$ cat config.mk
export PLATFORM = sky130hd
export DESIGN_NAME = quad_counter
export DESIGN_NICKNAME = d
export VERILOG_FILES = /design/src/rtl/quad_pkg.sv /design/src/rtl/quad_vel_window.sv /design/src/rtl/quad_counter.sv
export SDC_FILE = /design/constraint.sdc
export NUM_CORES = 1
export LEC_CHECK = 0
export CAP_MARGIN = 10
export CELL_PAD_IN_SITES_DETAIL_PLACEMENT = 0
export CELL_PAD_IN_SITES_GLOBAL_PLACEMENT = 1
export CORE_MARGIN = 4
export CORE_UTILIZATION = 36
export DETAILED_ROUTE_END_ITERATION = 10
export HOLD_SLACK_MARGIN = 0.1
export PLACE_DENSITY = 0.73
export SYNTH_ARGS = -nofsm -noshare
export SYNTH_HDL_FRONTEND = slang
export SYNTH_SLANG_ARGS = --single-unit
$ cat constraint.sdc
create_clock -name clk -period 3.9 [get_ports clk]
set_input_delay 0.78 -clock clk [delete_from_list [all_inputs] [get_ports clk]]
set_output_delay 0.78 -clock clk [all_outputs]
set_load 0.01 [all_outputs]
$ cat src/rtl/quad_pkg.sv
// quad_pkg: shared widths, direction encoding and snapshot states for the quad peripheral
package quad_pkg;
  localparam int QUAD_CNT_W = 32;
  localparam int QUAD_VEL_W = 16;
  localparam int QUAD_WIN_W = 24;
  localparam logic QUAD_FWD = 1'b0;
  localparam logic QUAD_REV = 1'b1;
  typedef enum logic [1:0] {SNAP_IDLE, SNAP_ACK, SNAP_WAIT_LOW} snap_state_t;
endpackage

$ cat src/rtl/quad_vel_window.sv
// quad_vel_window: counts signed steps over a programmable window and publishes a saturated velocity
module quad_vel_window
  import quad_pkg::*;
#(
  parameter int VEL_W = QUAD_VEL_W,
  parameter int WIN_W = QUAD_WIN_W
) (
  input  logic                    clk,
  input  logic                    reset,
  input  logic                    step,
  input  logic                    dir,
  input  logic                    clear,
  input  logic [WIN_W-1:0]        win_len,
  output logic signed [VEL_W-1:0] velocity,
  output logic                    vel_valid
);
  localparam logic signed [VEL_W:0] ACC_MAX = {2'b00, {(VEL_W-1){1'b1}}};
  localparam logic signed [VEL_W:0] ACC_MIN = {2'b11, {(VEL_W-1){1'b0}}};
  logic                    r_run;
  logic [WIN_W-1:0]        r_win;
  logic signed [VEL_W:0]   r_acc;
  logic signed [VEL_W:0]   w_delta;
  logic signed [VEL_W:0]   w_sum;
  logic signed [VEL_W:0]   w_sat;
  // acc never leaves the VEL_W range, so one extra bit holds any single-step overshoot
  always_comb begin
    w_delta = !step ? '0 : dir == QUAD_REV ? '1 : {{VEL_W{1'b0}}, 1'b1};
    w_sum   = r_acc + w_delta;
    w_sat   = w_sum > ACC_MAX ? ACC_MAX : w_sum < ACC_MIN ? ACC_MIN : w_sum;
  end
  always_ff @(posedge clk) begin
    if (reset) begin
      r_run     <= 1'b0;
      r_win     <= '0;
      r_acc     <= '0;
      velocity  <= '0;
      vel_valid <= 1'b0;
    end else begin
      vel_valid <= 1'b0;
      if (win_len == '0) begin
        r_run <= 1'b0;
        r_win <= '0;
        r_acc <= '0;
      end else if (clear || !r_run) begin
        r_run <= 1'b1;
        r_win <= win_len - 1'b1;
        r_acc <= '0;
      end else if (r_win == '0) begin
        velocity  <= w_sat[VEL_W-1:0];
        vel_valid <= 1'b1;
        r_acc     <= '0;
        r_win     <= win_len - 1'b1;
      end else begin
        r_win <= r_win - 1'b1;
        r_acc <= w_sat;
      end
    end
  end
endmodule

$ cat src/rtl/quad_counter.sv
// quad_counter: signed position counter, windowed velocity and four-phase snapshot of both
module quad_counter
  import quad_pkg::*;
#(
  parameter int CNT_W = QUAD_CNT_W,
  parameter int VEL_W = QUAD_VEL_W,
  parameter int WIN_W = QUAD_WIN_W
) (
  input  logic                    clk,
  input  logic                    reset,
  input  logic                    enc_out,
  input  logic                    enc_dir,
  input  logic                    clear,
  input  logic [WIN_W-1:0]        win_len,
  input  logic                    snap_req,
  output logic                    snap_ack,
  output logic signed [CNT_W-1:0] snap_count,
  output logic signed [VEL_W-1:0] snap_vel,
  output logic signed [CNT_W-1:0] count,
  output logic signed [VEL_W-1:0] velocity,
  output logic                    vel_valid,
  output logic                    overflow
);
  localparam logic signed [CNT_W-1:0] CNT_MAX = {1'b0, {(CNT_W-1){1'b1}}};
  localparam logic signed [CNT_W-1:0] CNT_MIN = {1'b1, {(CNT_W-1){1'b0}}};
  logic                    r_enc_q;
  logic signed [CNT_W-1:0] r_count;
  logic                    r_ovf;
  snap_state_t             r_state;
  logic                    r_ack;
  logic signed [CNT_W-1:0] r_snap_count;
  logic signed [VEL_W-1:0] r_snap_vel;
  logic                    w_step;
  logic                    w_wrap;
  logic signed [CNT_W-1:0] w_delta;
  always_comb begin
    w_step  = enc_out ^ r_enc_q;
    w_wrap  = enc_dir == QUAD_REV ? r_count == CNT_MIN : r_count == CNT_MAX;
    w_delta = enc_dir == QUAD_REV ? '1 : {{(CNT_W-1){1'b0}}, 1'b1};
  end
  always_ff @(posedge clk) begin
    if (reset) begin
      r_enc_q <= 1'b0;
      r_count <= '0;
      r_ovf   <= 1'b0;
    end else begin
      r_enc_q <= enc_out;
      if (clear) begin
        r_count <= '0;
        r_ovf   <= 1'b0;
      end else if (w_step) begin
        r_count <= r_count + w_delta;
        r_ovf   <= r_ovf | w_wrap;
      end
    end
  end
  // snapshot captures pre-update values so host sees the request-cycle state
  always_ff @(posedge clk) begin
    if (reset) begin
      r_state      <= SNAP_IDLE;
      r_ack        <= 1'b0;
      r_snap_count <= '0;
      r_snap_vel   <= '0;
    end else begin
      case (r_state)
        SNAP_IDLE: if (snap_req) begin
          r_snap_count <= r_count;
          r_snap_vel   <= velocity;
          r_ack        <= 1'b1;
          r_state      <= SNAP_ACK;
        end
        SNAP_ACK: if (!snap_req) begin
          r_ack   <= 1'b0;
          r_state <= SNAP_WAIT_LOW;
        end
        default: begin
          r_ack   <= 1'b0;
          r_state <= SNAP_IDLE;
        end
      endcase
    end
  end
  quad_vel_window #(.VEL_W(VEL_W), .WIN_W(WIN_W)) u_vel (
    .clk       (clk),
    .reset     (reset),
    .step      (w_step & ~clear),
    .dir       (enc_dir),
    .clear     (clear),
    .win_len   (win_len),
    .velocity  (velocity),
    .vel_valid (vel_valid)
  );
  assign count      = r_count;
  assign overflow   = r_ovf;
  assign snap_ack   = r_ack;
  assign snap_count = r_snap_count;
  assign snap_vel   = r_snap_vel;
endmodule

==> reports/qor.txt, run 1 <==
leading cell type by number of instances after synthesis -> nand2_1
switching power share of the total -> 27.9%
Lkg Pwr -> 0.00422 uW
clk_lat worst skew -> 420 ps
dpl cell area -> 0.0102 mm^2
post-DP HPWL -> 17200 um
CP Launch Type -> input pin
drt first pass iters -> 4
total CTS buffers -> 17
Rel. slew slack -> 33.3%
Mapped Nets -> 1083
Ports -> 129
Clock Pin Slew Worst Setup and Hold Paths -> 60 ps
Yosys top cell area share -> 35.9%
DP Cell Count -> 1472
WL final -> 22900 um
Initial Utilization -> 36.5%
synth unique cells -> 67
critical path cell sequence -> clkdlybuf4s50_1, inv_1, or3_1, xnor2_1, ha_2, nand4_1, nor2_1, o21ai_1, or4_1, o211ai_2, buf_4, xor2_1, maj3_1, a211oi_1
critical path buffer and inverter count -> 3
H-tree lvl count -> 4
worst setup path class -> in2reg
Worst Skew -> 14.2 ps
Pint -> 2830 uW
clk root buf -> clkbuf_16
Final setup viols -> 0
final cell count without fillers -> 1502
Detailed Route Iter0 Violations -> 375
crit share post-route -> 92.9%
Slew @ Worst Pin -> 998 ps
initial antenna violation count -> 0
number of vias per cell -> 5.12
Synthesis Warnings -> 0
post-route minimum period -> 3620 ps
number of diodes -> 0
Overflow after GRT -> 0
GPL Wtd Cong -> 0.875
Avg Inst Size Synth -> 7.85 um^2
Fin. Hold Viols -> 0
Sequential Power Share -> 40.0%
leading post-synthesis cells by cell area -> dfxtp_1, nand2_1, a21oi_1, ha_1, xnor2_1
kind of cell adding the most delay to the critical path -> simple AND/OR/NAND/NOR gates
CP endpoint kind -> register
Sw Pwr -> 1100 uW
Post-synth top cells -> nand2_1, dfxtp_1, a21oi_1
GRT Total Usage -> 19.0%
final net count -> 1278
PortBufs -> 128
PD cells -> 364 mW/mm^2
Synth Flop Type -> dfxtp_1
synthesized instance count -> 1016
CP required -> 4230 ps
Slew Limit Fails -> 0
synthesized flop and latch total -> 143
area delta synth->final -> 35.3%
row count -> 54
CTS tree -> yes
Peak VDD IR -> 0.229 mV
Max stage delay on crit path -> 550 ps
post-synth top area cell -> dfxtp_1
register area share after synthesis -> 35.9%
Clock power frac -> 40.3%
number of synthesized flops with an enable pin -> 0
fin area -> 0.0108 mm^2
fmax -> 0.276 GHz
Post-Syn Area -> 0.00798 mm^2
reported max-cap violation count -> 0
unrepaired setup endpoints after global routing -> no
vias -> 7691
first-pass GRT wire length -> 38000 um
Worst EP arrival -> 3950 ps
status -> finished, final reports clean
share of layout cells above drive strength 1 -> 12.9%
vias in the first global route -> 7500
Sink Count -> 143
worst-path fanout max -> 4
die area -> 0.0246 mm^2
CTS Buffer Depth -> 2
largest net degree at the start of global routing -> 51
Die X -> 157 um
post-synthesis async set-or-reset flop share -> 0%
Avg WL per Cell -> 15.2 um
class of the worst hold path -> reg2reg
# DRC -> 0
slowest CP cell -> clkdlybuf4s50_1
Comb power frac -> 19.7%
Core Box Area -> 0.0218 mm^2
Die H -> 157 um
Routed Antenna Nets -> 0
final cell utilization of the core -> 49.5%
[worst reg2reg max path: stages (launching register included)]
cell	delay, ps
dfxtp_1	420
xnor2_2	160
buf_4	140
nor2_1	40
ha_1	210
or2_2	310
nor3_1	140
buf_4	150
a21oi_1	60
o21a_1	220
a31oi_1	310
xnor2_2	220
inv_1	80
maj3_1	340
a211oi_1	220
[stage by stage]
| step | power, uW | setup TNS, ps | hold slack (ps) | setup slack (ps) |
|---|---|---|---|---|
| after CTS | 3980 | 0 | 454 | 200 |
| final | 3930 | 0 | 451 | 278 |
| after global routing | 4140 | 0 | 465 | 3.79 |
| after global placement | 2380 | -6440 | 440 | -255 |
| after floorplan | 2050 | -5.15 | 422 | -5.15 |
| after detailed placement | 2380 | -4950 | 436 | -206 |
[what timing repair did]
action                     in CTS  in global routing
gates resized for setup         0                  3
setup endpoints to repair       0                 20
setup buffers                   0                  0
hold buffers                    0                  0
[state kept, by name, summed over array words and instances (netlist names)]
name / flops
u_vel.r_win: 24
snap_vel: 16
overflow: 1
u_vel.velocity: 16
snap_count: 32
r_enc_q: 1
r_state: 2
u_vel.r_acc: 17
u_vel.vel_valid: 1
u_vel.r_run: 1
count: 32
[worst paths after layout]
| path | startpoint | to | slack [ps] | cells after the start |
|---|---|---|---|---|
| max | enc_dir | u_vel.velocity[9] | 280 | 14 |
| min | snap_count[13] | snap_count[13] | 450 | 2 |
| max reg2reg | r_enc_q | u_vel.velocity[9] | 790 | 14 |
| min reg2reg | snap_count[13] | snap_count[13] | 450 | 2 |
[final cells by class]
type | count | area, um^2
fill | 2177 | 11000
timing repair buffer | 231 | 2100
sequential | 143 | 2860
clock inverter | 10 | 116
tap | 280 | 350
inverter | 13 | 48.8
clock buffer | 20 | 447
multi-input combinational | 805 | 4870
[power by group through the flow]
stage / Combinational, uW / Sequential, uW / Clock (uW)
5_1_grt: 863 / 1580 / 1700
2_1_floorplan: 448 / 1600 / 0
6_report: 773 / 1570 / 1580
4_1_cts: 779 / 1570 / 1620
3_3_place_gp: 773 / 1610 / 0
3_5_place_dp: 775 / 1610 / 0
[logic make-up after synthesis]
kind of cell	Yosys count	share of synthesized area, %
multiplexers	7	0.894
AND/OR/NAND/NOR	422	24.9
buffers and inverters	68	3.48
XOR/XNOR	85	9.43
adder cells (fa/ha/maj)	39	6.15
flip-flops	143	35.9
AO/OA/AOI/OAI	252	19.3
[placed cells by master (no fill, tap or decap), types with 4 or more instances in the layout]
master	synthesis	routed
a21o_1	16	16
dfxtp_1	143	143
nor3_1	32	32
and2_1	5	4
xor2_1	36	35
nor2_1	100	100
o21ai_1	11	11
or4_1	13	13
o21a_1	5	5
nand4_1	10	10
nand2_1	180	179
a311oi_1	5	5
nand3_1	18	18
mux2i_1	6	6
or2_2	5	5
or3_1	10	10
inv_1	13	13
a31oi_1	7	7
buf_12	0	4
nand3b_1	4	4
a21oi_1	120	120
a21boi_0	4	4
xnor2_1	48	46
buf_4	3	99
clkdlybuf4s50_1	0	127
and4_1	4	4
o21ai_0	24	24
ha_1	36	35
nor4_1	12	12
nor2b_1	5	5
o31ai_1	4	4
a211oi_1	31	30
and3_1	6	6
clkbuf_16	0	17
[routing by layer]
| layer | vias to the layer above | track usage, % | part of all wire [%] |
|---|---|---|---|
| li1 | 3981 | - | - |
| met1 | 3557 | 24.7 | 47 |
| met2 | 141 | 33.3 | 49 |
| met3 | 12 | 3.18 | 3.7 |
| met4 | 0 | 4.17 | 0.84 |
| met5 | - | 0 | 0 |
(Power assumes the default switching activity.)
==> inputs of run 2 (changes only) <==
--- a/config.mk
+++ b/config.mk
@@ -12,7 +12,9 @@
 export CORE_UTILIZATION = 36
 export DETAILED_ROUTE_END_ITERATION = 10
 export HOLD_SLACK_MARGIN = 0.1
+export MAX_ROUTING_LAYER = met4
 export PLACE_DENSITY = 0.73
+export SLEW_MARGIN = 0
 export SYNTH_ARGS = -nofsm -noshare
 export SYNTH_HDL_FRONTEND = slang
 export SYNTH_SLANG_ARGS = --single-unit
==> reports/qor.txt, run 2 (synthesis results as in run 1) <==
Rel. slew slack -> 30.0% (was 33.3%)
largest net degree at the start of global routing -> 62 (was 51)
commonest cells after routing, fill and taps aside -> nand2_1, dfxtp_1, clkdlybuf4s50_1, a21oi_1, buf_4 (was nand2_1, dfxtp_1, clkdlybuf4s50_1, a21oi_1, nor2_1)
final net count -> 1283 (was 1278)
slowest CP cell -> clkdlybuf4s50_1 (unchanged)
Fin. Hold Viols -> 0 (unchanged)
post-DP HPWL -> 17100 um (was 17200 um)
Worst EP arrival -> 3990 ps (was 3950 ps)
Clock Pin Slew Worst Setup and Hold Paths -> 60 ps (about the same)
WL final -> 22900 um (about the same)
Die H -> 157 um (unchanged)
final setup margin -> 240 ps (was 278 ps)
Avg WL per Cell -> 15.2 um (about the same)
PortBufs -> 128 (unchanged)
CP required -> 4230 ps (about the same)
first-pass GRT wire length -> 37600 um (was 38000 um)
final cell count without fillers -> 1509 (was 1502)
fillcell total -> 2153 (was 2177)
Initial Utilization -> 36.5% (unchanged)
vias in the first global route -> 7458 (was 7500)
clk root buf -> clkbuf_16 (unchanged)
dpl ws -> -273 ps (was -206 ps)
reported max-cap violation count -> 0 (unchanged)
number of diodes -> 0 (unchanged)
GRT Total Usage -> 19.5% (was 19.0%)
worst setup path class -> in2reg (unchanged)
worst r2r src -> u_vel.r_win[14] (was r_enc_q)
total CTS buffers -> 17 (unchanged)
initial antenna violation count -> 0 (unchanged)
DP Cell Count -> 1477 (was 1472)
Slew Limit Fails -> 0 (unchanged)
# DRC -> 0 (unchanged)
Die X -> 157 um (unchanged)
Post CTS Setup Buffer Count -> 0 (unchanged)
Peak VDD IR -> 0.219 mV (was 0.229 mV)
vias -> 7728 (was 7691)
Core Box Area -> 0.0218 mm^2 (unchanged)
critical path cell sequence -> clkdlybuf4s50_1, inv_2, or3_4, xnor2_2, ha_1, nand4_1, nor2_1, o21ai_1, or4_1, o211ai_2, buf_4, xor2_1, maj3_1, a211oi_1 (was clkdlybuf4s50_1, inv_1, or3_1, xnor2_1, ha_2, nand4_1, nor2_1, o21ai_1, or4_1, o211ai_2, buf_4, xor2_1, maj3_1, a211oi_1)
H-tree lvl count -> 4 (unchanged)
commonest non-fill, non-tap cell in the layout -> nand2_1 (unchanged)
fmax -> 0.273 GHz (was 0.276 GHz)
row count -> 54 (unchanged)
CP Launch Type -> input pin (unchanged)
worst-path fanout max -> 4 (unchanged)
CP Launch Point -> enc_dir (unchanged)
GPL Wtd Cong -> 0.891 (was 0.875)
Routed Antenna Nets -> 0 (unchanged)
unrepaired setup endpoints after global routing -> no (unchanged)
CTS tree -> yes (unchanged)
Ports -> 129 (unchanged)
status -> finished, final reports clean (unchanged)
Lkg Pwr -> 0.00426 uW (was 0.00422 uW)
Detailed Route Iter0 Violations -> 399 (was 375)
PD cells -> 363 mW/mm^2 (was 364 mW/mm^2)
PostCTS Resize Cnt -> 0 (unchanged)
clk_lat worst skew -> 420 ps (about the same)
drt first pass iters -> 5 (was 4)
hold_buf cts -> 0 (unchanged)
Sink Count -> 143 (unchanged)
number of vias per cell -> 5.12 (about the same)
CP endpoint kind -> register (unchanged)
Worst Skew -> 10.1 ps (was 14.2 ps)
Final setup viols -> 0 (unchanged)
area delta synth->final -> 35.9% (was 35.3%)
Slew @ Worst Pin -> 1050 ps (was 998 ps)
class of the worst hold path -> reg2reg (unchanged)
crit share post-route -> 93.9% (was 92.9%)
Overflow after GRT -> 0 (unchanged)
share of layout cells above drive strength 1 -> 13.7% (was 12.9%)
post-route minimum period -> 3660 ps (was 3620 ps)
hold path start -> snap_count[14] (was snap_count[13])
CTS Buffer Depth -> 2 (unchanged)
die area -> 0.0246 mm^2 (unchanged)
Max stage delay on crit path -> 560 ps (was 550 ps)
run 2: power by group:
part           internal, uW  total, uW  switching [uW]
registers              1520       1570            57.9
clock network           933       1590             653
logic                   368        777             409
total                  2820       3940            1120
run 2: cell type report:
type | count | area, um^2 | share of cell area, %
clock buffers | 21 | 470 | 4.34
clock inverters | 11 | 104 | 0.958
inverters | 13 | 48.8 | 0.450
multi-input cells | 805 | 4880 | 45.0
flip-flops and latches | 143 | 2860 | 26.4
well taps | 280 | 350 | 3.23
repair buffers | 236 | 2120 | 19.6
run 2: worst paths after layout:
kind                       endpoint  depth (start not counted)  slack (ps)
setup / recovery  u_vel.velocity[9]                         14         240
hold / removal       snap_count[14]                          2         450
setup reg to reg  u_vel.velocity[2]                         10         670
hold reg to reg      snap_count[14]                          2         450
run 2: metal layers:
metal	GRT usage, %	vias up	part of all wire (%)
li1	-	3987	-
met1	24.8	3575	47
met2	32.5	141	48
met3	3.24	25	3.3
met4	4.30	0	1.2
met5	-	-	0
run 2: critical path: cells and delay by family:
kind,cells,cell delay (ps)
buffers and inverters,3,810
adders and majority gates,2,570
xor gates and xnor gates,2,230
and+or+nand+nor,4,1150
AOI/OAI and AO/OA,3,450
run 2: through the flow:
step	hold WS, ps	util [%]	area (um^2)	TNS, ps	total power, uW
floorplan	422	-	7980	-5.15	2050
global placement	438	46.9	10200	-5160	2380
detailed placement	446	46.9	10200	-6500	2380
CTS	455	49.6	10800	0	3980
global route	473	49.7	10800	0	4140
finish	451	49.7	10800	0	3940
==> inputs of run 3 (changes only) <==
--- a/config.mk
+++ b/config.mk
@@ -14,6 +14,7 @@
 export HOLD_SLACK_MARGIN = 0.1
 export MAX_ROUTING_LAYER = met4
 export PLACE_DENSITY = 0.73
+export RECOVER_POWER = 100
 export SLEW_MARGIN = 0
 export SYNTH_ARGS = -nofsm -noshare
 export SYNTH_HDL_FRONTEND = slang
==> reports/qor.txt, run 3 (synthesis results as in run 1) <==
Worst Skew -> 9.75 ps (was 10.1 ps)
CTS tree -> yes (unchanged)
final cell count without fillers -> 1509 (unchanged)
hold path start -> snap_count[14] (unchanged)
R2R Setup Slk -> 620 ps (was 670 ps)
commonest cells after routing, fill and taps aside -> nand2_1, dfxtp_1, a21oi_1, nor2_1, dlygate4sd3_1 (was nand2_1, dfxtp_1, clkdlybuf4s50_1, a21oi_1, buf_4)
GRT Total Usage -> 19.5% (unchanged)
Initial Utilization -> 36.5% (unchanged)
share of layout cells above drive strength 1 -> 12.4% (was 13.7%)
Sink Count -> 143 (unchanged)
Comb power frac -> 19.3% (was 19.7%)
# DRC -> 0 (unchanged)
Clock power frac -> 40.5% (was 40.3%)
post-route minimum period -> 3720 ps (was 3660 ps)
dpl cell area -> 0.0102 mm^2 (unchanged)
Hold Crit Endpoint -> snap_count[14] (unchanged)
Worst Hold Slack -> 449 ps (was 451 ps)
final cell utilization of the core -> 49.4% (was 49.7%)
fillcell total -> 2175 (was 2153)
drt first pass iters -> 5 (unchanged)
Overflow after GRT -> 0 (unchanged)
Reg area -> 0.00286 mm^2 (unchanged)
Sw Pwr -> 1120 uW (about the same)
Die X -> 157 um (unchanged)
Rel. slew slack -> -23.1% (was 30.0%)
final net count -> 1283 (unchanged)
CP endpoint kind -> register (unchanged)
Slew @ Worst Pin -> 1840 ps (was 1050 ps)
PortBufs -> 128 (unchanged)
CP required -> 4180 ps (was 4230 ps)
worst r2r src -> u_vel.r_win[14] (unchanged)
R2R depth -> 10 (unchanged)
CP Launch Point -> win_len[5] (was enc_dir)
Pint -> 2800 uW (was 2820 uW)
Post CTS Setup Buffer Count -> 0 (unchanged)
worst-path fanout max -> 22 (was 4)
Detailed Route Iter0 Violations -> 369 (was 399)
row count -> 54 (unchanged)
total CTS buffers -> 17 (unchanged)
largest net degree at the start of global routing -> 62 (unchanged)
Peak VDD IR -> 0.235 mV (was 0.219 mV)
fin area -> 0.0108 mm^2 (about the same)
multi-input logic area -> 0.00485 mm^2 (was 0.00488 mm^2)
Die H -> 157 um (unchanged)
Worst EP arrival -> 4000 ps (was 3990 ps)
Routed Antenna Nets -> 0 (unchanged)
clk root buf -> clkbuf_16 (unchanged)
number of diodes -> 0 (unchanged)
Core Box Area -> 0.0218 mm^2 (unchanged)
CP Launch Type -> input pin (unchanged)
Lkg Pwr -> 0.00455 uW (was 0.00426 uW)
Slew Limit Fails -> 49 (was 0)
die area -> 0.0246 mm^2 (unchanged)
Final setup viols -> 0 (unchanged)
vias -> 7754 (was 7728)
unrepaired setup endpoints after global routing -> no (unchanged)
H-tree lvl count -> 4 (unchanged)
status -> finished, violations left (was finished, final reports clean)
Crit Reg-Reg Endpoint -> u_vel.velocity[2] (unchanged)
first-pass GRT wire length -> 37600 um (unchanged)
CTS Buffer Depth -> 2 (unchanged)
Ports -> 129 (unchanged)
area delta synth->final -> 35.1% (was 35.9%)
WL final -> 22900 um (about the same)
DP Cell Count -> 1477 (unchanged)
hold path depth -> 2 (unchanged)
number of vias per cell -> 5.14 (was 5.12)
post-DP HPWL -> 17100 um (unchanged)
initial antenna violation count -> 0 (unchanged)
Overall Power -> 3920 uW (was 3940 uW)
reported max-cap violation count -> 1 (was 0)
hold_buf cts -> 0 (unchanged)
PostCTS Resize Cnt -> 0 (unchanged)
GPL Wtd Cong -> 0.891 (unchanged)
vias in the first global route -> 7458 (unchanged)
Sequential Power Share -> 40.1% (was 40.0%)
commonest non-fill, non-tap cell in the layout -> nand2_1 (unchanged)
Avg WL per Cell -> 15.2 um (about the same)
fmax -> 0.269 GHz (was 0.273 GHz)
switching power share of the total -> 28.5% (about the same)
PD cells -> 364 mW/mm^2 (was 363 mW/mm^2)
Fin. Hold Viols -> 0 (unchanged)
violated checks -> capacitance limit, slew limit
clk_lat worst skew -> 420 ps (about the same)
Clock Pin Slew Worst Setup and Hold Paths -> 60 ps (about the same)
class of the worst hold path -> reg2reg (unchanged)
crit share post-route -> 95.5% (was 93.9%)
worst setup path class -> in2reg (unchanged)
[run 3: layout make-up]
cell class / instances / share of cell area [%]
clock inverter: 11 / 0.964
multi-input combinational: 805 / 45.0
tap: 280 / 3.25
clock buffer: 21 / 4.37
sequential: 143 / 26.6
timing repair buffer: 236 / 19.4
inverter: 13 / 0.453
[run 3: worst max-delay path by stage]
stage                                     to  slack [ps]  depth (start not counted)
after floorplan            u_vel.velocity[9]          -5                         14
after global placement    u_vel.velocity[14]        -230                         14
after detailed placement  u_vel.velocity[14]        -270                         14
after CTS                 u_vel.velocity[14]         150                         14
after global routing          u_vel.r_win[6]           7                          9
final                        u_vel.r_win[23]         180                          9
[run 3: metal layers]
layer / global-route usage, % / wire, um / vias to the layer above
met4: 4.30 / 246 / 0
met3: 3.24 / 794 / 20
met1: 24.8 / 10800 / 3604
met5: - / 0 / -
met2: 32.5 / 11100 / 139
li1: - / - / 3991
[run 3: through the flow]
stage,TNS [ps],setup slack (ps)
after floorplan,-5.15,-5.15
after global placement,-5160,-231
after detailed placement,-6500,-273
after CTS,0,150
after global routing,0,6.71
final,0,176
[run 3: critical path: stages]
cell	delay [ps]
clkdlybuf4s50_1	420
nor4_1	370
nand2_1	180
or4_1	480
or4_4	560
nor4_4	360
or2_0	330
buf_2	440
a211oi_1	80
[run 3: power by group through the flow]
| stage | logic, uW | registers (uW) | clock network, uW |
|---|---|---|---|
| finish | 757 | 1570 | 1590 |
| global route | 846 | 1580 | 1690 |
| CTS | 782 | 1570 | 1620 |
| detailed placement | 778 | 1610 | 0 |
| global placement | 776 | 1600 | 0 |
| floorplan | 448 | 1600 | 0 |
